`src/rtl/physics_sequencer.sv`:
```
// rtl/physics_sequencer.sv - frame-level scheduler for the physics calc sweep, collision pass and commit
module physics_sequencer #(
    parameter int SPRITES       = 9,
    parameter int SETTLE_CYCLES = 65536,
    parameter int FRAME_CYCLES  = 2_700_000,
    localparam int IW = (SPRITES > 1) ? $clog2(SPRITES) : 1
) (
    input  logic          clk_162,
    input  logic          rst_l,
    input  logic          data_ready,
    input  logic          col_done,
    output logic [IW-1:0] sprite_index,
    output logic          load_init,
    output logic          capture_en,
    output logic          col_start,
    output logic          commit,
    output logic          frame_drop,
    output logic          overrun,
    output logic          busy
);

    localparam int SW = $clog2(SETTLE_CYCLES + 1);
    localparam int FW = $clog2(FRAME_CYCLES);

    // Settle counter starts at 0 on the first SETTLE cycle, so the last
    // settle cycle is the one where it reads SETTLE_CYCLES-1.
    localparam logic [SW-1:0] SETTLE_LAST = SW'(SETTLE_CYCLES - 1);
    localparam logic [FW-1:0] FRAME_LAST  = FW'(FRAME_CYCLES - 1);
    localparam logic [IW-1:0] IDX_LAST    = IW'(SPRITES - 1);

    typedef enum logic [2:0] {
        S_IDLE,
        S_LOAD,
        S_SETTLE,
        S_CAPTURE,
        S_COLLIDE,
        S_WAIT_FRAME,
        S_COMMIT
    } state_t;

    state_t        r_state;
    state_t        w_next;
    logic [SW-1:0] r_settle;
    logic [FW-1:0] r_frame;
    logic [IW-1:0] r_idx;
    logic          r_col_start;
    logic          r_frame_drop;
    logic          r_overrun;
    logic          w_boundary;
    logic          w_sweeping;
    logic          w_drop;

    // Frame boundary is the last count of the frame period; only meaningful once started
    assign w_boundary = (r_state != S_IDLE) && (r_frame == FRAME_LAST);
    assign w_sweeping = (r_state == S_SETTLE) || (r_state == S_CAPTURE) || (r_state == S_COLLIDE);
    // A restart request on the boundary cycle suppresses the drop report
    assign w_drop     = w_boundary && w_sweeping && !data_ready;

    // Next-state decode; data_ready overrides everything and forces LOAD
    always_comb begin
        w_next = r_state;
        case (r_state)
            S_IDLE:       w_next = S_IDLE;
            S_LOAD:       w_next = S_SETTLE;
            S_SETTLE:     if (r_settle == SETTLE_LAST) w_next = S_CAPTURE;
            S_CAPTURE:    w_next = (r_idx == IDX_LAST) ? S_COLLIDE : S_SETTLE;
            // r_col_start is high exactly on the first COLLIDE cycle, where col_done is ignored
            S_COLLIDE:    if (!r_col_start && col_done) w_next = S_WAIT_FRAME;
            S_WAIT_FRAME: if (w_boundary) w_next = S_COMMIT;
            S_COMMIT:     w_next = S_SETTLE;
            default:      w_next = S_IDLE;
        endcase
        if (data_ready) w_next = S_LOAD;
    end

    // State register
    always_ff @(posedge clk_162 or negedge rst_l) begin
        if (!rst_l) r_state <= S_IDLE;
        else        r_state <= w_next;
    end

    // Settle counter runs only across consecutive SETTLE cycles of one sprite
    always_ff @(posedge clk_162 or negedge rst_l) begin
        if (!rst_l) begin
            r_settle <= '0;
        end else if ((r_state == S_SETTLE) && (w_next == S_SETTLE)) begin
            r_settle <= r_settle + SW'(1);
        end else begin
            r_settle <= '0;
        end
    end

    // Frame counter reads 0 during LOAD and free-runs with wrap afterwards
    always_ff @(posedge clk_162 or negedge rst_l) begin
        if (!rst_l) begin
            r_frame <= '0;
        end else if ((w_next == S_LOAD) || (w_next == S_IDLE) || (r_frame == FRAME_LAST)) begin
            r_frame <= '0;
        end else begin
            r_frame <= r_frame + FW'(1);
        end
    end

    // Sprite select: cleared for LOAD/COMMIT, advanced only when leaving CAPTURE for another sprite
    always_ff @(posedge clk_162 or negedge rst_l) begin
        if (!rst_l) begin
            r_idx <= '0;
        end else if ((w_next == S_IDLE) || (w_next == S_LOAD) || (w_next == S_COMMIT)) begin
            r_idx <= '0;
        end else if ((r_state == S_CAPTURE) && (w_next == S_SETTLE)) begin
            r_idx <= r_idx + IW'(1);
        end
    end

    // Registered pulse/sticky flags: col_start on COLLIDE entry, drop report and overrun
    always_ff @(posedge clk_162 or negedge rst_l) begin
        if (!rst_l) begin
            r_col_start  <= 1'b0;
            r_frame_drop <= 1'b0;
            r_overrun    <= 1'b0;
        end else begin
            r_col_start  <= (w_next == S_COLLIDE) && (r_state != S_COLLIDE);
            r_frame_drop <= w_drop;
            if (w_next == S_LOAD) r_overrun <= 1'b0;
            else if (w_drop)      r_overrun <= 1'b1;
        end
    end

    assign sprite_index = r_idx;
    assign load_init    = (r_state == S_LOAD);
    assign capture_en   = (r_state == S_CAPTURE);
    assign col_start    = r_col_start;
    assign commit       = (r_state == S_COMMIT);
    assign frame_drop   = r_frame_drop;
    assign overrun      = r_overrun;
    assign busy         = w_sweeping;

endmodule

```
`config.mk`:
```
export PLATFORM = sky130hd
export DESIGN_NAME = physics_sequencer
export DESIGN_NICKNAME = d
export VERILOG_FILES = /design/src/rtl/physics_sequencer.sv
export SDC_FILE = /design/constraint.sdc
export NUM_CORES = 1
export LEC_CHECK = 0
export CAP_MARGIN = 20
export CELL_PAD_IN_SITES_DETAIL_PLACEMENT = 1
export CELL_PAD_IN_SITES_GLOBAL_PLACEMENT = 1
export CORE_MARGIN = 2
export CORE_UTILIZATION = 46
export DETAILED_ROUTE_END_ITERATION = 10
export PLACE_DENSITY_LB_ADDON = 0.15
export SETUP_SLACK_MARGIN = 0.3
export SLEW_MARGIN = 10
export SYNTH_ARGS = -nofsm -noshare
export SYNTH_HDL_FRONTEND = slang
export SYNTH_SLANG_ARGS = --single-unit
```
`constraint.sdc`:
```
create_clock -name clk_162 -period 3.08 [get_ports clk_162]
set_input_delay 0.616 -clock clk_162 [delete_from_list [all_inputs] [get_ports clk_162]]
set_output_delay 0.616 -clock clk_162 [all_outputs]
set_load 0.02 [all_outputs]
```
Word level (Yosys, flattened, before mapping). Cells that the tools add are included. W data, S select, Z words.

Word-level logic and storage cells: 55. Output and inout bits: 11. Bits of input ports: 4. Flip-flop bits (word level): 49.

Equal/unequal tests: 14. Mux-type cells: 12. $add $sub $neg: 3. Reductions and logical operators: 19.

Operator list (count): $add A22 B1 Y22 const B (1); $eq A22 B22 Y1 const B (1); $mux W22 (1); $add A17 B1 Y17 const B (1); $eq A17 B16 Y1 const B (1); $mux W17 (1); $eq A3 B3 Y1 const B (5); $mux W3 (5); $pmux W3 S5 (1); $eq A3 B2 Y1 const B (3); $mux W4 (2); $logic_and A1 B1 Y1 (7); $eq A3 B1 Y1 const B (2); $logic_or A1 B1 Y1 (5); $add A4 B1 Y4 const B (1); $eq A4 B4 Y1 const B (1); $reduce_bool A2 Y1 (2); $logic_not A3 Y1 (1); $ne A3 B3 Y1 const B (1); $reduce_bool A3 Y1 (1); $logic_not A1 Y1 (2); $mux W1 (2); $reduce_or A2 Y1 (1).

Depth between registers and ports, before layout. Gate-level depths: netlist of run 1.

Word-level depth: 9. Mapped depth: 9. Gate-level depth less buffers: 8.

Least setup slack after synthesis of run 1. Ideal clock, no wire load.

Kind: reg-to-reg. Start: reg r_settle[0]. End: reg r_settle[15]. Clock period less this slack: 2.176 ns. Required time: 3.014 ns. Path slack: 0.904 ns. Library setup time: 0.066 ns. Arrival: 2.110 ns. Cell stages (with the launch flop): 10. Path buffers: 1. Cells stage by stage: dfrtp_1 -> ha_1 -> inv_1 -> nor3_1 -> and3_1 -> ha_1 -> or4_1 -> clkbuf_1 -> a211o_1 -> nand2_1.

Cells in the longest elaborated chain, start to end: 7. Elaborated cells on any way between the ends: 8. Those cells by class: add/sub (1); eq/ne (2); mux (4); reduce/logical (1).

RTL lines: start, declared (line 43) `logic [SW-1:0] r_settle;`; start signal, assigned (line 87) `r_settle <= r_settle + SW'(1);`; $eq A17 B16 Y1 (line 65) `S_SETTLE: if (r_settle == SETTLE_LAST) w_next = S_CAPTURE;`; $mux W3 (line 65); $pmux W3 S5 (line 62) `case (r_state)`; $mux W3 (line 73) `if (data_ready) w_next = S_LOAD;`; $eq A3 B2 Y1 (line 86) `end else if ((r_state == S_SETTLE) && (w_next == S_SETTLE)) begin`; $logic_and A1 B1 Y1 (line 86); $mux W17 * (line 86).

Every way passes the cells marked *; elsewhere a longest branch is shown, timed or not. A chain may end at the register's enable or synchronous reset.

Final worst setup path of run 1.
Start: reg r_state[2]. End: out busy.

Cells in the longest elaborated chain, start to end: 3. Elaborated cells on any way between the ends: 5. Those cells by class: eq/ne (3); reduce/logical (2).

RTL lines: start, declared (line 41) `state_t r_state;`; start signal, assigned (line 79) `else r_state <= w_next;`; $eq A3 B2 Y1 (line 55) `assign w_sweeping = (r_state == S_SETTLE) || (r_state == S_CAPTURE) || (r_state == S_COLLIDE);`; $logic_or A1 B1 Y1 (line 55); $logic_or A1 B1 Y1 * (line 55); end, declared (line 19) `output logic busy`.

Marks and branches as above.

==> metrics.md, run 1 <==
| Metric | Value |
|---|---|
| CP Cell Sequence | nor2b_1 -> a21oi_1 -> inv_1 -> clkdlybuf4s50_1 |
| Cells after synthesis | ~260 |
| Avg Cell Area, Syn | roughly 10 sq um |
| Run status | complete, no violations |
| PD cells | approximately 380 nW/um^2 |
| Hold Crit Class | in2async |
| Startpoint types | flip-flop |
| Top-count cell post-synth | dfrtp_1 |
| Synth area leader | dfrtp_1 |
| PortBufs | 14 |
| Die area | between 6000 and 7000 sq um |
| Clk_lat worst skew | 300 ps |
| Main flop type after synthesis | dfrtp_1 |
| RR Startpoint | r_settle[0] |
| Fraction of layout cells with a size suffix above 1 | under 10% |
| Post-Route WL | about 5400 um |
| Met3 WL | 115 um |
| Syn-to-layout area delta | 10.45% |
| DR vias/cell | ~5.6 |
| Endpoints failing setup | 0 |
| Post-synth EDFFs | 0 |
| Placed Area | 2743 sq um |
| Vias | 1937 |
| FFs w/ async S/R, synth | 100.0% |
| Max Used Layer | met4 |
| TritonCTS Buffers | 5 |
| H-Tree Depth | 2 |
| Rel. slew slack | 63.87% |
| MaxCap Viol Count | 0 |
| Avg WL per Cell | between 15 and 20 um |
| Most common library cells after synthesis | 49 x dfrtp_1, 30 x nor2_1, 17 x xor2_1 |
| Initial core utilization | 46.88% |
| First-pass GRT wire length | between 9000 and 10000 um |
| Post-CTS resize count | 0 |
| Final Hold Viols | 0 |
| Die X | 78.46 um |
| DR pass1 iterations | 4 |
| CTS max path bufs | 2 |
| Max IR drop VDD | between 200 and 300 uV |
| Area contributors post-synth | dfrtp_1 48%, xor2_1 5.8%, nor2_1 4.4%, nand4_1 3.4%, xnor2_1 3.4% |
| WP data required | between 2000 and 2500 ps |
| Core Box Area | about 5400 sq um |
| Post-synth top area share | between 40% and 50% |
| Met2 Wirelength | between 2000 and 3000 um |
| RSZ-0062 raised after global routing | false |
| CP max FO | 13 |
| Fmax | between 0.3 and 0.4 GHz |
| Capture point of the worst reg-to-reg path | r_settle[15] |
| Static Leak | approximately 0.0011 uW |
| Std cell rows | 27 |
| Synth Cell Area | 2550 sq um |
| Total gr overflow | 0 |
| Post-DP HPWL | 3905 um |
| Multi-input gate area | about 1200 sq um |
| Total power | between 1000 and 1500 uW |
| Seq. cell area | about 1200 sq um |
| All-Layer GR Usage | 19.65% |
| Clock-pin transition on the worst setup and hold timing paths | around 90 ps |
| Die height | 78.46 um |
| Largest net degree at the start of global routing | 34 |
| Kind of critical path | reg2out |
| Number of global-route vias before repair | about 2000 |
| Final nets | between 200 and 300 |
| Initial antenna violation count | 0 |
| IO Pins | 15 |
| Final ANT Viol Nets | 0 |
| Iter 0 DRT Violations | 53 |
| DRC violations left | 0 |
| R2r worst-path depth | 9 |
| Cell variety after synth | 38 |
| Slew @ Worst Pin | 537.9 ps |
| FF-to-FF setup slack | approximately 670 ps |
| Slowest stage delay, CP | ~600 ps |
| CP max-delay cell | clkdlybuf4s50_1 |
| CTS Hold Bufs | 0 |
| CTS tree | done |
| Ys Warns | 0 |
| M1 WL | between 2000 and 3000 um |
| Setup_tns | 0 ps |
| Root Driver | clkbuf_8 |
| CP arrival | about 2000 ps |
| Final core utilization | about 52% |
| Hold_ws | around 220 ps |
| Post CTS Setup Buffer Count | 0 |
| Final Critical Period | around 2600 ps |
| Clock sinks | 49 |
| Setup crit end kind | output port |
| Ant diodes | 0 |
| GPL Wtd Cong | 0.7725 |
| Skew final | 8.466 ps |
| Fin. max-slew vios | 0 |
| Seq cells post-synth | 49 |
| Post-Layout Inst Area | 2816 sq um |
| Filler Cell Count | about 620 |
| Syn_nets | roughly 270 |
| Seq/Total Area, Yosys | between 40% and 50% |
| Final worst path period share | a little over four fifths |
## sequential cells by signal, indices dropped and copies added (netlist names)
register / flops
frame_drop: 1
r_settle: 17
overrun: 1
col_start: 1
sprite_index: 4
r_state: 3
r_frame: 22
## metrics by stage
step / worst slack [ps] / cells
after floorplan: 903.8 / 259
after global placement: 769.0 / 337
after detailed placement: 690.4 / 337
after CTS: 491.9 / 343
after global routing: 358.1 / 343
final: 477.3 / 343
## where the power goes
group          switching [uW]  leakage [uW]  internal (uW)  total (uW)
Combinational            41.0      0.000430           20.7        61.7
Sequential               7.05      0.000679            648         655
Clock                     206     0.0000399            150         356
Total                     254       0.00115            818        1070
## placed cells by master, fill, tap and decap left out, types with 2 or more instances in the layout
cell             instances
dfrtp_1                 49
nor2_1                  30
xor2_1                  17
inv_1                   15
nand2_1                 15
nand4_1                 14
clkdlybuf4s50_1         13
a21oi_1                 12
xnor2_1                 10
nand3_1                  9
or4_1                    7
nor4_1                   6
and3_1                   5
nor3_1                   5
and4_1                   5
or3_1                    5
o21ai_0                  5
o31ai_1                  5
ha_1                     5
clkbuf_8                 5
nor2b_1                  4
and2_1                   4
a311oi_1                 4
and4bb_2                 3
buf_4                    3
a211o_1                  2
## metal layers
metal / global-route usage (%) / up-vias
met3: 3.448 / 7
met5: 0 / -
met2: 33.19 / 19
met1: 25.81 / 967
met4: 5.965 / 0
li1: - / 944
## cells by family after synthesis
family	Yosys count	share of synthesized area, %
buffers and inverters	26	4.366
flip-flops	49	48.09
multiplexers	1	0.3926
AO/OA/AOI/OAI	32	8.587
adder cells (fa/ha/maj)	5	2.453
AND/OR/NAND/NOR	119	26.84
XOR/XNOR	27	9.274
## worst max path at each step
stage                           start            to  slack, ps  cells past startpoint
after floorplan           r_settle[0]  r_settle[15]        900                      9
after global placement    r_settle[0]  r_settle[15]        770                      9
after detailed placement  r_settle[0]  r_settle[15]        690                      9
after CTS                  r_state[2]          busy        490                      4
after global routing       r_state[2]          busy        360                      4
final                      r_state[2]          busy        480                      4
## cell type report
type                    instances  area share (%)
flip-flops and latches         49           43.54
well taps                      72           3.199
repair buffers                 17           5.598
clock buffers                   5           2.443
multi-input cells             184           43.05
clock inverters                 1          0.1777
inverters                      15           1.999
## critical path, delay by kind of cell (launching register included)
family	cells	cell delay, ps
buf+inv	2	690
simple gates	1	310
flops	1	550
compound gates	1	150
(Power assumes the default switching activity.)
==> run 2, diff against run 1 <==
--- a/config.mk
+++ b/config.mk
@@ -9,7 +9,7 @@
 export CELL_PAD_IN_SITES_DETAIL_PLACEMENT = 1
 export CELL_PAD_IN_SITES_GLOBAL_PLACEMENT = 1
 export CORE_MARGIN = 2
-export CORE_UTILIZATION = 46
+export CORE_UTILIZATION = 42
 export DETAILED_ROUTE_END_ITERATION = 10
 export PLACE_DENSITY_LB_ADDON = 0.15
 export SETUP_SLACK_MARGIN = 0.3
==> constraint.sdc (replaced) <==
create_clock -name clk_162 -period 2.18 [get_ports clk_162]
set_input_delay 0.436 -clock clk_162 [delete_from_list [all_inputs] [get_ports clk_162]]
set_output_delay 0.436 -clock clk_162 [all_outputs]
set_load 0.02 [all_outputs]
==> metrics.md, run 2 (synthesis results as in run 1) <==
| Metric | Value |
|---|---|
| Run status | complete, no violations |
| Endpoints failing setup | 0 |
| P_int | about 1300 uW |
| Max IR drop VDD | about 280 uV |
| Placed Area | between 2000 and 3000 sq um |
| CP max FO | 5 |
| Total power | 1672 uW |
| RR Startpoint | r_settle[10] |
| Rel. slew slack | a little under three quarters |
| WP data required | about 2400 ps |
| GPL Wtd Cong | roughly 0.86 |
| Fin. max-slew vios | 0 |
| CTS Hold Bufs | 0 |
| TritonCTS Buffers | 5 |
| FF-to-FF setup slack | 220 ps |
| Final worst path period share | between 90% and 100% |
| Static Leak | ~0.0013 uW |
| Die height | just over 80 um |
| R2r worst-path depth | 7 |
| Top cell by count, worst path | and3_4 |
| Startpoint types | flip-flop |
| Commonest cells after routing, fill and taps aside | 45 x dfrtp_1, 21 x buf_4, 17 x nor2_1, 17 x xor2_1, 15 x nand2_1 |
| H-Tree Depth | 2 |
| CTS tree | done |
| Number of global-route vias before repair | approximately 2200 |
| Setup crit end kind | flip-flop |
| Root Driver | clkbuf_8 |
| Slew @ Worst Pin | 425.0 ps |
| Die X | 81.92 um |
| Core Box Area | ~6000 sq um |
| Top reg by flops | r_frame |
| Delay-heaviest family, CP | simple AND/OR/NAND/NOR gates |
| Slowest stage delay, CP | 480 ps |
| Final core utilization | 54.89% |
| Hold_ws | ~110 ps |
| Clock sinks | between 40 and 50 |
| DRC violations left | 0 |
| Kind of critical path | reg2reg |
| Post-DP HPWL | ~4000 um |
| Die area | approximately 6700 sq um |
| Clock share of power | 38.0% |
| Final Critical Period | 1964 ps |
| DR pass1 iterations | 4 |
| Logic pwr share | between 6 and 7% |
| DR vias/cell | 5.668 |
| Switching part of the total power | around 23% |
| Hold Crit Class | in2async |
| All-Layer GR Usage | about a fifth |
| Final ANT Viol Nets | 0 |
| Capture point of the worst reg-to-reg path | r_settle[15] |
| Std cell rows | 28 |
| CP Buf/Inv Count | 0 |
| Final nets | just over 300 |
| Commonest non-fill, non-tap cell in the layout | dfrtp_1 |
| Setup_tns | 0 ps |
| MaxCap Viol Count | 0 |
| CP max-delay cell | or4_4 |
| Largest net degree at the start of global routing | 50 |
| PortBufs | 14 |
| Clk_lat worst skew | 300 ps |
| Reg power frac | a little under three fifths |
| Final Hold Viols | 0 |
| Skew final | about 11 ps |
| PD cells | a little over 500 nW/um^2 |
| Avg WL per Cell | around 17 um |
| Post-Route WL | 6431 um |
| Fmax | just over 0.5 GHz |
| Max reg flops | 22 |
| Initial core utilization | a little over two fifths |
| RSZ-0062 raised after global routing | true |
| Initial antenna violation count | 0 |
| CP arrival | around 2200 ps |
| First-pass GRT wire length | a little over 10000 um |
| Post-Layout Inst Area | roughly 3200 sq um |
| CP Cell Sequence | and3_4 -> and3_4 -> and3_4 -> ha_4 -> or4_4 -> a211o_1 -> nand2_1 |
| Vias | between 2000 and 2500 |
| Total gr overflow | 0 |
| Filler Cell Count | approximately 630 |
| CTS max path bufs | 2 |
| Fraction of layout cells with a size suffix above 1 | 27.12% |
| Switching power | between 300 and 400 uW |
| IO Pins | 15 |
| Ant diodes | 0 |
| Syn-to-layout area delta | 26.69% |
| Clock-pin transition on the worst setup and hold timing paths | ~90 ps |
| Iter 0 DRT Violations | between 70 and 80 |
[run 2: power groups by stage]
| stage | combinational, uW | sequential, uW | clock, uW |
|---|---|---|---|
| 2_1_floorplan | 49.4 | 940 | 0 |
| 4_1_cts | 106 | 924 | 657 |
| 3_5_place_dp | 100 | 941 | 0 |
| 5_1_grt | 125 | 926 | 691 |
| 3_3_place_gp | 99.3 | 941 | 0 |
| 6_report | 113 | 924 | 635 |
[run 2: timing repair]
| item | 4_1_cts | 5_1_grt |
|---|---|---|
| pin swaps | 9 | 4 |
| cloned | 1 | 0 |
| setup buffers | 7 | 7 |
| setup endpoints to repair | 19 | 43 |
| resized for setup | 34 | 28 |
[run 2: area by class of cell]
class	instances	area [sq um]	area share [%]
multi-input combinational	184	1396	43.22
clock inverter	2	35.03	1.084
timing repair buffer	40	346.6	10.73
sequential	49	1231	38.11
tap	75	93.84	2.905
inverter	15	58.81	1.820
clock buffer	5	68.82	2.130
[run 2: routing by layer]
layer | share of wire, % | global-route usage (%) | vias to the layer above
met1 | 45 | 26.82 | 1074
met5 | 0 | 0 | -
met3 | 2.6 | 3.846 | 6
met2 | 51 | 33.33 | 23
met4 | 1.0 | 5.000 | 0
li1 | - | - | 994
[run 2: worst reg2reg max path, cell delays in order, from the launching register on]
cell	delay, ps
dfrtp_1	410
and3_4	190
and3_4	180
and3_4	150
ha_4	160
or4_4	480
a211o_1	250
nand2_1	80
[run 2: stage by stage]
step | setup WS, ps | std cells
after floorplan | 241.3 | 259
after global placement | 221.7 | 348
after detailed placement | 172.5 | 348
after CTS | 148.0 | 363
after global routing | 156.7 | 370
final | 216.4 | 370
[run 2: worst max path at each step]
| stage | slack [ps] | start | to | cells after the start |
|---|---|---|---|---|
| 2_1_floorplan | 240 | r_settle[11] | r_settle[15] | 8 |
| 3_3_place_gp | 220 | r_state[1] | busy | 4 |
| 3_5_place_dp | 170 | r_settle[11] | r_settle[5] | 7 |
| 4_1_cts | 150 | r_state[2] | busy | 4 |
| 5_1_grt | 160 | r_settle[10] | r_settle[15] | 7 |
| 6_report | 220 | r_settle[10] | r_settle[15] | 7 |
==> run 3, diff against run 2 <==
--- a/config.mk
+++ b/config.mk
@@ -9,7 +9,7 @@
 export CELL_PAD_IN_SITES_DETAIL_PLACEMENT = 1
 export CELL_PAD_IN_SITES_GLOBAL_PLACEMENT = 1
 export CORE_MARGIN = 2
-export CORE_UTILIZATION = 42
+export CORE_UTILIZATION = 50
 export DETAILED_ROUTE_END_ITERATION = 10
 export PLACE_DENSITY_LB_ADDON = 0.15
 export SETUP_SLACK_MARGIN = 0.3
==> constraint.sdc (replaced) <==
create_clock -name clk_162 -period 2.3 [get_ports clk_162]
set_input_delay 0.46 -clock clk_162 [delete_from_list [all_inputs] [get_ports clk_162]]
set_output_delay 0.46 -clock clk_162 [all_outputs]
set_load 0.02 [all_outputs]
==> metrics.md, run 3 (synthesis results as in run 1) <==
| Metric | Value |
|---|---|
| Post-DP HPWL | between 3000 and 4000 um |
| Iter 0 DRT Violations | roughly 150 |
| DR pass1 iterations | 4 |
| Die area | between 5000 and 6000 sq um |
| Commonest non-fill, non-tap cell in the layout | dfrtp_1 |
| RSZ-0062 raised after global routing | true |
| Logic pwr share | 7.0% |
| Skew final | a little over 8 ps |
| Root Driver | clkbuf_8 |
| Total gr overflow | 0 |
| Number of global-route vias before repair | about 2100 |
| Kind of critical path | reg2reg |
| Initial antenna violation count | 0 |
| Initial core utilization | 52.94% |
| Final worst path period share | a little under 90% |
| Capture point of the worst reg-to-reg path | r_settle[16] |
| Setup crit end kind | flip-flop |
| Endpoints failing setup | 0 |
| PortBufs | 14 |
| Filler Cell Count | 550 |
| Hold Crit Class | in2async |
| DRC violations left | 0 |
| CP arrival | between 2000 and 2500 ps |
| Final Critical Period | roughly 2000 ps |
| Rel. slew slack | between 60 and 70% |
| Fmax | ~0.5 GHz |
| IO Pins | 15 |
| CTS tree | done |
| FF-to-FF setup slack | 300 ps |
| PD cells | between 400 and 500 nW/um^2 |
| Syn-to-layout area delta | 19.97% |
| Crit path launch | r_settle[11] |
| P_int | 1145 uW |
| Max IR drop VDD | between 300 and 400 uV |
| Setup_tns | 0 ps |
| Max reg flops | 22 |
| First-pass GRT wire length | around 9700 um |
| Die X | ~75 um |
| Static Leak | 0.001251 uW |
| Die height | roughly 75 um |
| Slew @ Worst Pin | roughly 470 ps |
| Core Box Area | roughly 4800 sq um |
| Clock sinks | slightly below 50 |
| CTS max path bufs | 2 |
| Post-Route WL | 7017 um |
| Final Hold Viols | 0 |
| GPL Wtd Cong | roughly 0.79 |
| RR Startpoint | r_settle[11] |
| DR vias/cell | between 6 and 7 |
| Placed Area | around 2800 sq um |
| CP max FO | 4 |
| CTS Hold Bufs | 0 |
| Avg WL per Cell | approximately 20 um |
| Clk_lat worst skew | just over 300 ps |
| Run status | complete, no violations |
| Clock-pin transition on the worst setup and hold timing paths | ~100 ps |
| R2r worst-path depth | 7 |
| CP Capture Point | r_settle[16] |
| Final nets | 297 |
| Switching power | 375.7 uW |
| All-Layer GR Usage | between 20% and 30% |
| Vias | between 2000 and 2500 |
| Std cell rows | 25 |
| TritonCTS Buffers | 5 |
| Reg power frac | a little under 60% |
| Post-Layout Inst Area | around 3100 sq um |
| Fin. max-slew vios | 0 |
| MaxCap Viol Count | 0 |
| Final ANT Viol Nets | 0 |
| Hold_ws | between 100 and 150 ps |
| Ant diodes | 0 |
| Fraction of layout cells with a size suffix above 1 | 19.79% |
| Commonest cells after routing, fill and taps aside | 47 x dfrtp_1, 24 x nor2_1, 17 x xor2_1 |
| Clock share of power | 35.3% |
| Largest net degree at the start of global routing | 50 |
| Startpoint types | flip-flop |
| Top reg by flops | r_frame |
| WP data required | around 2500 ps |
| H-Tree Depth | 2 |
| Switching part of the total power | around 25% |
run 3: power groups by stage:
stage | Clock, uW | Combinational, uW | Sequential (uW)
3_5_place_dp | 0 | 89.5 | 894
2_1_floorplan | 0 | 46.6 | 891
6_report | 537 | 106 | 878
5_1_grt | 571 | 116 | 879
3_3_place_gp | 0 | 87.3 | 894
4_1_cts | 542 | 90.8 | 878
run 3: per-layer routing:
metal	wire length, um	global-route usage [%]
met5	0	0
met4	178	7.602
met3	240	4.762
met2	3629	37.29
met1	2969	29.68
run 3: critical path: stages (launching register included):
cell and delay, ps:
dfrtp_1 420, and3_4 190, and3_4 180, and3_4 190, ha_4 170, or4_4 480, clkbuf_16 190, nor2_1 100
run 3: cell type report:
type                            count  area (sq um)  area share, %
Clock inverter                      1         7.507         0.2454
Sequential cell                    49          1229          40.16
Timing Repair Buffer               33         307.8          10.06
Clock buffer                        6         82.58          2.699
Tap cell                           67         83.83          2.740
Inverter                           15         56.30          1.840
Multi-Input combinational cell    184          1292          42.25
run 3: worst min path at each step:
stage	cells past startpoint	startpoint	slack (ps)	end
after floorplan	0	rst_l	160	col_start
after global placement	2	rst_l	470	sprite_index[2]
after detailed placement	2	rst_l	470	sprite_index[3]
after CTS	2	rst_l	140	sprite_index[3]
after global routing	2	rst_l	140	sprite_index[3]
final	2	rst_l	110	sprite_index[3]
run 3: repair_timing:
item | CTS | global route
resized for setup | 11 | 22
setup buffers | 2 | 9
pin swaps | 0 | 1
endpoints found under the setup margin | 20 | 46
gates cloned | 0 | 1
run 3: through the flow:
stage	cells	worst slack, ps	util, %	total power [uW]
2_1_floorplan	259	308.3	-	937.6
3_3_place_gp	336	283.1	57.90	981.2
3_5_place_dp	336	156.3	57.90	983.9
4_1_cts	345	286.3	60.29	1510
5_1_grt	355	222.6	63.51	1566
6_report	355	303.3	63.51	1521
